<file path="src/rtl/axi_mem_master_if.sv">
// AXI response encoding and the AXI bus bundle between the bridge and the peripheral slaves.
package BusPack;
  typedef enum logic [1:0] {
    OKAY   = 2'd0,
    EXOKAY = 2'd1,
    SLVERR = 2'd2,
    DECERR = 2'd3
  } resp_t;
endpackage

interface Axi_ift #(
  parameter int unsigned ADDR_WIDTH = 64,
  parameter int unsigned DATA_WIDTH = 64
);
  localparam int unsigned STRB_WIDTH = DATA_WIDTH / 8;

  logic                  aw_valid;
  logic                  aw_ready;
  logic [ADDR_WIDTH-1:0] aw_addr;
  logic                  w_valid;
  logic                  w_ready;
  logic [DATA_WIDTH-1:0] w_data;
  logic [STRB_WIDTH-1:0] w_strb;
  logic                  b_valid;
  logic                  b_ready;
  BusPack::resp_t        b_resp;
  logic                  ar_valid;
  logic                  ar_ready;
  logic [ADDR_WIDTH-1:0] ar_addr;
  logic                  r_valid;
  logic                  r_ready;
  logic [DATA_WIDTH-1:0] r_data;
  BusPack::resp_t        r_resp;

  modport Master (
    output aw_valid, aw_addr, w_valid, w_data, w_strb, b_ready, ar_valid, ar_addr, r_ready,
    input  aw_ready, w_ready, b_valid, b_resp, ar_ready, r_valid, r_data, r_resp
  );

  modport Slave (
    input  aw_valid, aw_addr, w_valid, w_data, w_strb, b_ready, ar_valid, ar_addr, r_ready,
    output aw_ready, w_ready, b_valid, b_resp, ar_ready, r_valid, r_data, r_resp
  );
endinterface

</file>
<file path="src/rtl/axi_mem_master.sv">
// Single-outstanding bridge: one core load/store request becomes one AXI write or read.
module axi_mem_master #(
  parameter int unsigned ADDR_WIDTH = 64,
  parameter int unsigned DATA_WIDTH = 64
) (
  input  logic                      clk,
  input  logic                      rstn,
  input  logic                      req_valid,
  output logic                      req_ready,
  input  logic                      req_wen,
  input  logic [ADDR_WIDTH-1:0]     req_addr,
  input  logic [DATA_WIDTH-1:0]     req_wdata,
  input  logic [DATA_WIDTH/8-1:0]   req_wmask,
  output logic                      resp_valid,
  output logic [DATA_WIDTH-1:0]     resp_rdata,
  output logic                      resp_err,
  Axi_ift.Master                    mem_ift
);

  localparam int unsigned STRB_WIDTH = DATA_WIDTH / 8;

  typedef enum logic [2:0] {
    IDLE  = 3'd0,
    WRITE = 3'd1,
    WRESP = 3'd2,
    RADDR = 3'd3,
    RDATA = 3'd4,
    DONE  = 3'd5
  } state_t;

  state_t                state_q, state_d;
  logic [ADDR_WIDTH-1:0] addr_q, addr_d;
  logic [DATA_WIDTH-1:0] wdata_q, wdata_d;
  logic [STRB_WIDTH-1:0] wmask_q, wmask_d;
  logic [DATA_WIDTH-1:0] rdata_q, rdata_d;
  logic                  err_q, err_d;
  logic                  aw_done_q, aw_done_d;
  logic                  w_done_q, w_done_d;
  logic                  req_ready_q, req_ready_d;
  logic                  resp_valid_q, resp_valid_d;
  logic                  aw_valid_q, aw_valid_d;
  logic                  w_valid_q, w_valid_d;
  logic                  b_ready_q, b_ready_d;
  logic                  ar_valid_q, ar_valid_d;
  logic                  r_ready_q, r_ready_d;

  // Next state, latched request fields, and next values of every registered output
  always_comb begin
    state_d   = state_q;
    addr_d    = addr_q;
    wdata_d   = wdata_q;
    wmask_d   = wmask_q;
    rdata_d   = rdata_q;
    err_d     = err_q;
    aw_done_d = aw_done_q;
    w_done_d  = w_done_q;

    unique case (state_q)
      IDLE: begin
        if (req_valid && req_ready_q) begin
          addr_d    = req_addr;
          wdata_d   = req_wdata;
          wmask_d   = req_wmask;
          aw_done_d = 1'b0;
          w_done_d  = 1'b0;
          state_d   = req_wen ? WRITE : RADDR;
        end
      end
      WRITE: begin
        aw_done_d = aw_done_q | (aw_valid_q & mem_ift.aw_ready);
        w_done_d  = w_done_q  | (w_valid_q  & mem_ift.w_ready);
        if (aw_done_d && w_done_d) state_d = WRESP;
      end
      WRESP: begin
        if (b_ready_q && mem_ift.b_valid) begin
          err_d   = (mem_ift.b_resp != BusPack::OKAY);
          state_d = DONE;
        end
      end
      RADDR: begin
        if (ar_valid_q && mem_ift.ar_ready) state_d = RDATA;
      end
      RDATA: begin
        if (r_ready_q && mem_ift.r_valid) begin
          rdata_d = mem_ift.r_data;
          err_d   = (mem_ift.r_resp != BusPack::OKAY);
          state_d = DONE;
        end
      end
      DONE:    state_d = IDLE;
      default: state_d = IDLE;
    endcase

    // A channel valid stays low once its own handshake has completed
    req_ready_d  = (state_d == IDLE);
    resp_valid_d = (state_d == DONE);
    aw_valid_d   = (state_d == WRITE) && !aw_done_d;
    w_valid_d    = (state_d == WRITE) && !w_done_d;
    b_ready_d    = (state_d == WRESP);
    ar_valid_d   = (state_d == RADDR);
    r_ready_d    = (state_d == RDATA);
  end

  // State and output registers with synchronous active-low reset
  always_ff @(posedge clk) begin
    if (!rstn) begin
      state_q      <= IDLE;
      addr_q       <= '0;
      wdata_q      <= '0;
      wmask_q      <= '0;
      rdata_q      <= '0;
      err_q        <= 1'b0;
      aw_done_q    <= 1'b0;
      w_done_q     <= 1'b0;
      req_ready_q  <= 1'b0;
      resp_valid_q <= 1'b0;
      aw_valid_q   <= 1'b0;
      w_valid_q    <= 1'b0;
      b_ready_q    <= 1'b0;
      ar_valid_q   <= 1'b0;
      r_ready_q    <= 1'b0;
    end else begin
      state_q      <= state_d;
      addr_q       <= addr_d;
      wdata_q      <= wdata_d;
      wmask_q      <= wmask_d;
      rdata_q      <= rdata_d;
      err_q        <= err_d;
      aw_done_q    <= aw_done_d;
      w_done_q     <= w_done_d;
      req_ready_q  <= req_ready_d;
      resp_valid_q <= resp_valid_d;
      aw_valid_q   <= aw_valid_d;
      w_valid_q    <= w_valid_d;
      b_ready_q    <= b_ready_d;
      ar_valid_q   <= ar_valid_d;
      r_ready_q    <= r_ready_d;
    end
  end

  // Port and bus drives, all straight from registers
  assign req_ready        = req_ready_q;
  assign resp_valid       = resp_valid_q;
  assign resp_rdata       = rdata_q;
  assign resp_err         = err_q;
  assign mem_ift.aw_valid = aw_valid_q;
  assign mem_ift.aw_addr  = addr_q;
  assign mem_ift.w_valid  = w_valid_q;
  assign mem_ift.w_data   = wdata_q;
  assign mem_ift.w_strb   = wmask_q;
  assign mem_ift.b_ready  = b_ready_q;
  assign mem_ift.ar_valid = ar_valid_q;
  assign mem_ift.ar_addr  = addr_q;
  assign mem_ift.r_ready  = r_ready_q;

endmodule
</file>
<file path="src/flat_wrapper.sv">
// flat-port wrapper written by rule: the top's interface ports become plain ports
module axi_mem_master_flat 
#(
  parameter int unsigned ADDR_WIDTH = 64,
  parameter int unsigned DATA_WIDTH = 64
)
  (clk, rstn, req_valid, req_ready, req_wen, req_addr, req_wdata, req_wmask, resp_valid, resp_rdata, resp_err, mem_ift_aw_valid, mem_ift_aw_addr, mem_ift_w_valid, mem_ift_w_data, mem_ift_w_strb, mem_ift_b_ready, mem_ift_ar_valid, mem_ift_ar_addr, mem_ift_r_ready, mem_ift_aw_ready, mem_ift_w_ready, mem_ift_b_valid, mem_ift_b_resp, mem_ift_ar_ready, mem_ift_r_valid, mem_ift_r_data, mem_ift_r_resp);
  Axi_ift #(.ADDR_WIDTH(ADDR_WIDTH), .DATA_WIDTH(DATA_WIDTH)) mem_ift_i ();
  input  logic clk;
  input  logic rstn;
  input  logic req_valid;
  output logic req_ready;
  input  logic req_wen;
  input  logic [ADDR_WIDTH-1:0] req_addr;
  input  logic [DATA_WIDTH-1:0] req_wdata;
  input  logic [DATA_WIDTH/8-1:0] req_wmask;
  output logic resp_valid;
  output logic [DATA_WIDTH-1:0] resp_rdata;
  output logic resp_err;
  output wire logic [$bits(mem_ift_i.aw_valid)-1:0] mem_ift_aw_valid;
  output wire logic [$bits(mem_ift_i.aw_addr)-1:0] mem_ift_aw_addr;
  output wire logic [$bits(mem_ift_i.w_valid)-1:0] mem_ift_w_valid;
  output wire logic [$bits(mem_ift_i.w_data)-1:0] mem_ift_w_data;
  output wire logic [$bits(mem_ift_i.w_strb)-1:0] mem_ift_w_strb;
  output wire logic [$bits(mem_ift_i.b_ready)-1:0] mem_ift_b_ready;
  output wire logic [$bits(mem_ift_i.ar_valid)-1:0] mem_ift_ar_valid;
  output wire logic [$bits(mem_ift_i.ar_addr)-1:0] mem_ift_ar_addr;
  output wire logic [$bits(mem_ift_i.r_ready)-1:0] mem_ift_r_ready;
  input wire logic [$bits(mem_ift_i.aw_ready)-1:0] mem_ift_aw_ready;
  input wire logic [$bits(mem_ift_i.w_ready)-1:0] mem_ift_w_ready;
  input wire logic [$bits(mem_ift_i.b_valid)-1:0] mem_ift_b_valid;
  input wire logic [$bits(mem_ift_i.b_resp)-1:0] mem_ift_b_resp;
  input wire logic [$bits(mem_ift_i.ar_ready)-1:0] mem_ift_ar_ready;
  input wire logic [$bits(mem_ift_i.r_valid)-1:0] mem_ift_r_valid;
  input wire logic [$bits(mem_ift_i.r_data)-1:0] mem_ift_r_data;
  input wire logic [$bits(mem_ift_i.r_resp)-1:0] mem_ift_r_resp;
  assign mem_ift_aw_valid = mem_ift_i.aw_valid;
  assign mem_ift_aw_addr = mem_ift_i.aw_addr;
  assign mem_ift_w_valid = mem_ift_i.w_valid;
  assign mem_ift_w_data = mem_ift_i.w_data;
  assign mem_ift_w_strb = mem_ift_i.w_strb;
  assign mem_ift_b_ready = mem_ift_i.b_ready;
  assign mem_ift_ar_valid = mem_ift_i.ar_valid;
  assign mem_ift_ar_addr = mem_ift_i.ar_addr;
  assign mem_ift_r_ready = mem_ift_i.r_ready;
  assign mem_ift_i.aw_ready = mem_ift_aw_ready;
  assign mem_ift_i.w_ready = mem_ift_w_ready;
  assign mem_ift_i.b_valid = mem_ift_b_valid;
  assign mem_ift_i.b_resp = mem_ift_b_resp;
  assign mem_ift_i.ar_ready = mem_ift_ar_ready;
  assign mem_ift_i.r_valid = mem_ift_r_valid;
  assign mem_ift_i.r_data = mem_ift_r_data;
  assign mem_ift_i.r_resp = mem_ift_r_resp;
  axi_mem_master #(.ADDR_WIDTH(ADDR_WIDTH), .DATA_WIDTH(DATA_WIDTH)) u_core (.clk(clk), .rstn(rstn), .req_valid(req_valid), .req_ready(req_ready), .req_wen(req_wen), .req_addr(req_addr), .req_wdata(req_wdata), .req_wmask(req_wmask), .resp_valid(resp_valid), .resp_rdata(resp_rdata), .resp_err(resp_err), .mem_ift(mem_ift_i));
endmodule
</file>
<file path="config.mk">
export PLATFORM = sky130hd
export DESIGN_NAME = axi_mem_master_flat
export DESIGN_NICKNAME = d
export VERILOG_FILES = /design/src/rtl/axi_mem_master_if.sv /design/src/rtl/axi_mem_master.sv /design/src/flat_wrapper.sv
export SDC_FILE = /design/constraint.sdc
export NUM_CORES = 1
export LEC_CHECK = 0
export BUFFER_PORTS_ARGS = -buffer_cell sky130_fd_sc_hd__buf_2
export CAP_MARGIN = 20
export CORE_AREA = 2 2 188 190
export CTS_CLUSTER_SIZE = 10
export DETAILED_ROUTE_END_ITERATION = 8
export DIE_AREA = 0 0 190 192
export PLACE_DENSITY = 0.56
export SYNTH_ARGS = -nofsm -noshare
export SYNTH_HDL_FRONTEND = slang
export SYNTH_SLANG_ARGS = --single-unit
</file>
<file path="constraint.sdc">
create_clock -name clk -period 3.55 [get_ports clk]
set_input_delay 0 -clock clk [delete_from_list [all_inputs] [get_ports clk]]
set_output_delay 0 -clock clk [all_outputs]
set_load 0.01 [all_outputs]
</file>
==> metrics.cfg <==
[route]
drt_iter0_drc=305
via_per_inst=4.26
drc=0
drtPass1Iterations=5
ant_nets=0
vias=8759
drt_wl_total_um=29900
wl_per_cell_um=14.5

[cts]
insertion_delay_ps=530
cts_buffers=26
htreeDepth=1
clk_path_buf_depth=3
cts.clk_slew.worst_paths_ps=50
cts.sinks=213
cts_root_buf=clkbuf_16
cts_setup_buffers=0
ctsResizeCount=0
cts_tree=done

[sta]
setup_viol=0
rsz0062_at_grt=false
fmax_mhz=386
worst_pin_slew_ps=977
finalCriticalPeriod_ps=2590
report.final.slew_viol_count=0
hold_violations=0
fin_crit_sh_pct=72.9
tns_ps=0
slew_headroom_pct=34.9
skew_ps=20.8

[power]
sw_frac_of_total_pct=26.8
seq_power_share_pct=43.4
switching_power_mw=1.61
peakVddDrop_mv=0.326
p_clk_share_pct=39.0
power.internal_mw=4.41
combPwrFrac_pct=17.5
powerDensity_nw_per_um2=461
power.leakage_nw=6.01

[worst_setup_path]
crit_arrival_ps=3000
crit_path_start_kind=flop
required_ps=3960
crit_fanout=63
cp-end-kind=flop
worstSetupPathType=reg2reg

[die]
die_width_um=190
rows=68
fp.dieH_um=192
start_util_pct=23.0
core_um2=34300
dieArea_um2=36500
io_pins=485

[placed_design]
gp_congestion=0.763
portBuffers=484
hpwl_um=19900

[outcome]
outcome=finished clean

[flow_run]
max-cap-violations=0

[logic_synthesis]
ys_types=31
synth.most_common_cell=nand2_1
postSynthAreaPerCell_um2=7.99
synth-main-ff-cell=dfxtp_1
synth_area_um2=7900
synth_top_cell_area_share_pct=54.0
syn_nets=1201
synthArstFlopShare_pct=0
ys_top_cells_by_area=dfxtp_1 54%, nand2_1 19%, a21oi_1 13%
synth_top_cell_by_area=dfxtp_1
ys_ff_latch=213
yosys-top-cells-count=404 x nand2_1, 213 x dfxtp_1, 203 x a21oi_1
yosys_warnings=0
synth_edf_count=0
yosysSeqAreaShare_pct=54.0
synth_cells=988

[finish]
post-route-util_pct=38.2
fillCellCount=3467
nets=1807
antenna_cells=0
drive_gt1_share_pct=33.5
area_growth_pct=65.7

[global_route]
grt_overflow=0
grt_antenna_before_repair=0
grt_pass1_vias=8483
grt_use_total_pct=15.1
grt_max_degree=124
grt_pass1_wl_um=44300

[worst_hold_path]
hold_class=in2reg

-- routing by layer --
| metal | part of all wire, % | wire length [µm] | global-route usage [%] | vias to the layer above |
|---|---|---|---|---|
| met4 | 3.8 | 1120 | 5.69 | 0 |
| met1 | 37 | 11100 | 16.1 | 4029 |
| li1 | - | - | - | 4313 |
| met5 | 0 | 0 | 0 | - |
| met3 | 7.9 | 2350 | 4.33 | 60 |
| met2 | 51 | 15300 | 28.2 | 357 |
-- cell type report --
cell class,count,area (µm²),area share (%)
multi-input cells,643,2820,21.5
clock buffers,31,709,5.42
inverters,2,12.5,0.0956
flip-flops and latches,213,4260,32.6
well taps,455,569,4.35
repair buffers,708,4690,35.8
clock inverters,3,28.8,0.220
-- power by group through the flow --
stage	Combinational (mW)	Clock, mW	Sequential [mW]
after floorplan	0.461	0	2.72
after global placement	0.866	0	2.66
after detailed placement	0.871	0	2.67
after CTS	1.06	2.45	2.62
after global routing	1.16	2.54	2.64
final	1.06	2.35	2.62
-- final timing paths --
path | from | endpoint | slack, ps | cells after the start
worst min-delay path | mem_ift_aw_ready | u_core.aw_done_q | 90 | 5
worst min register to register | u_core.mem_ift.w_data[2] | u_core.mem_ift.w_data[2] | 450 | 2
worst max-delay path | u_core.state_q[1] | u_core.req_ready | 960 | 5
worst max register to register | u_core.state_q[1] | u_core.req_ready | 960 | 5
-- cells by family (layout without fill, tap and decap cells) --
family / Yosys count / in the layout / share of synthesized area, %
and+or+nand+nor: 430 / 430 / 21.6
AOI/OAI and AO/OA: 213 / 213 / 13.9
DFF: 213 / 213 / 54.0
buffers and inverters: 132 / 744 / 10.6
-- worst max-delay path, stage by stage, from the launching register on --
cell	delay, ps
dfxtp_1	360
nor4b_4	420
nand2_4	470
o221ai_2	450
dlygate4sd3_1	670
nor3_1	80
-- metrics by stage --
stage / instances / total power [mW] / instance area (µm²) / setup WS (ps) / hold slack, ps
5_1_grt: 2055 / 6.34 / 13100 / 750 / 130
6_report: 2055 / 6.03 / 13100 / 962 / 91.3
4_1_cts: 2055 / 6.13 / 13100 / 928 / 90.1
2_1_floorplan: 988 / 3.18 / 7900 / 2140 / 122
3_5_place_dp: 1808 / 3.54 / 10200 / 1320 / 245
3_3_place_gp: 1808 / 3.53 / 10200 / 1430 / 240
-- timing repair --
| item | CTS | global route |
|---|---|---|
| endpoints found under the hold margin | 211 | 0 |
| hold buffers | 213 | 0 |
| setup endpoints to repair | 0 | 0 |
-- cells in the final DEF (no fill, tap or decap), types with 3 or more instances in the layout --
master	count
buf_2	484
nand2_1	403
dlygate4sd3_1	213
dfxtp_1	213
a21oi_1	203
clkbuf_16	26
buf_4	7
nor3b_1	4
nor2_1	4
clkbuf_8	4
buf_12	4
nand3_1	3
-- flip-flops by register name (all words and copies together) (netlist names) --
| register | count |
|---|---|
| u_core.mem_ift.w_strb | 8 |
| u_core.aw_done_q | 1 |
| u_core.mem_ift.w_valid | 1 |
| u_core.w_done_q | 1 |
| u_core.mem_ift.ar_valid | 1 |
| u_core.state_q | 3 |
| u_core.mem_ift.w_data | 64 |
| u_core.mem_ift.b_ready | 1 |
| u_core.mem_ift.aw_valid | 1 |
| u_core.mem_ift.ar_addr | 64 |
| u_core.req_ready | 1 |
| u_core.resp_valid | 1 |
| u_core.resp_err | 1 |
| u_core.mem_ift.r_ready | 1 |
| u_core.resp_rdata | 64 |
Power figures use the tool's default switching activity.
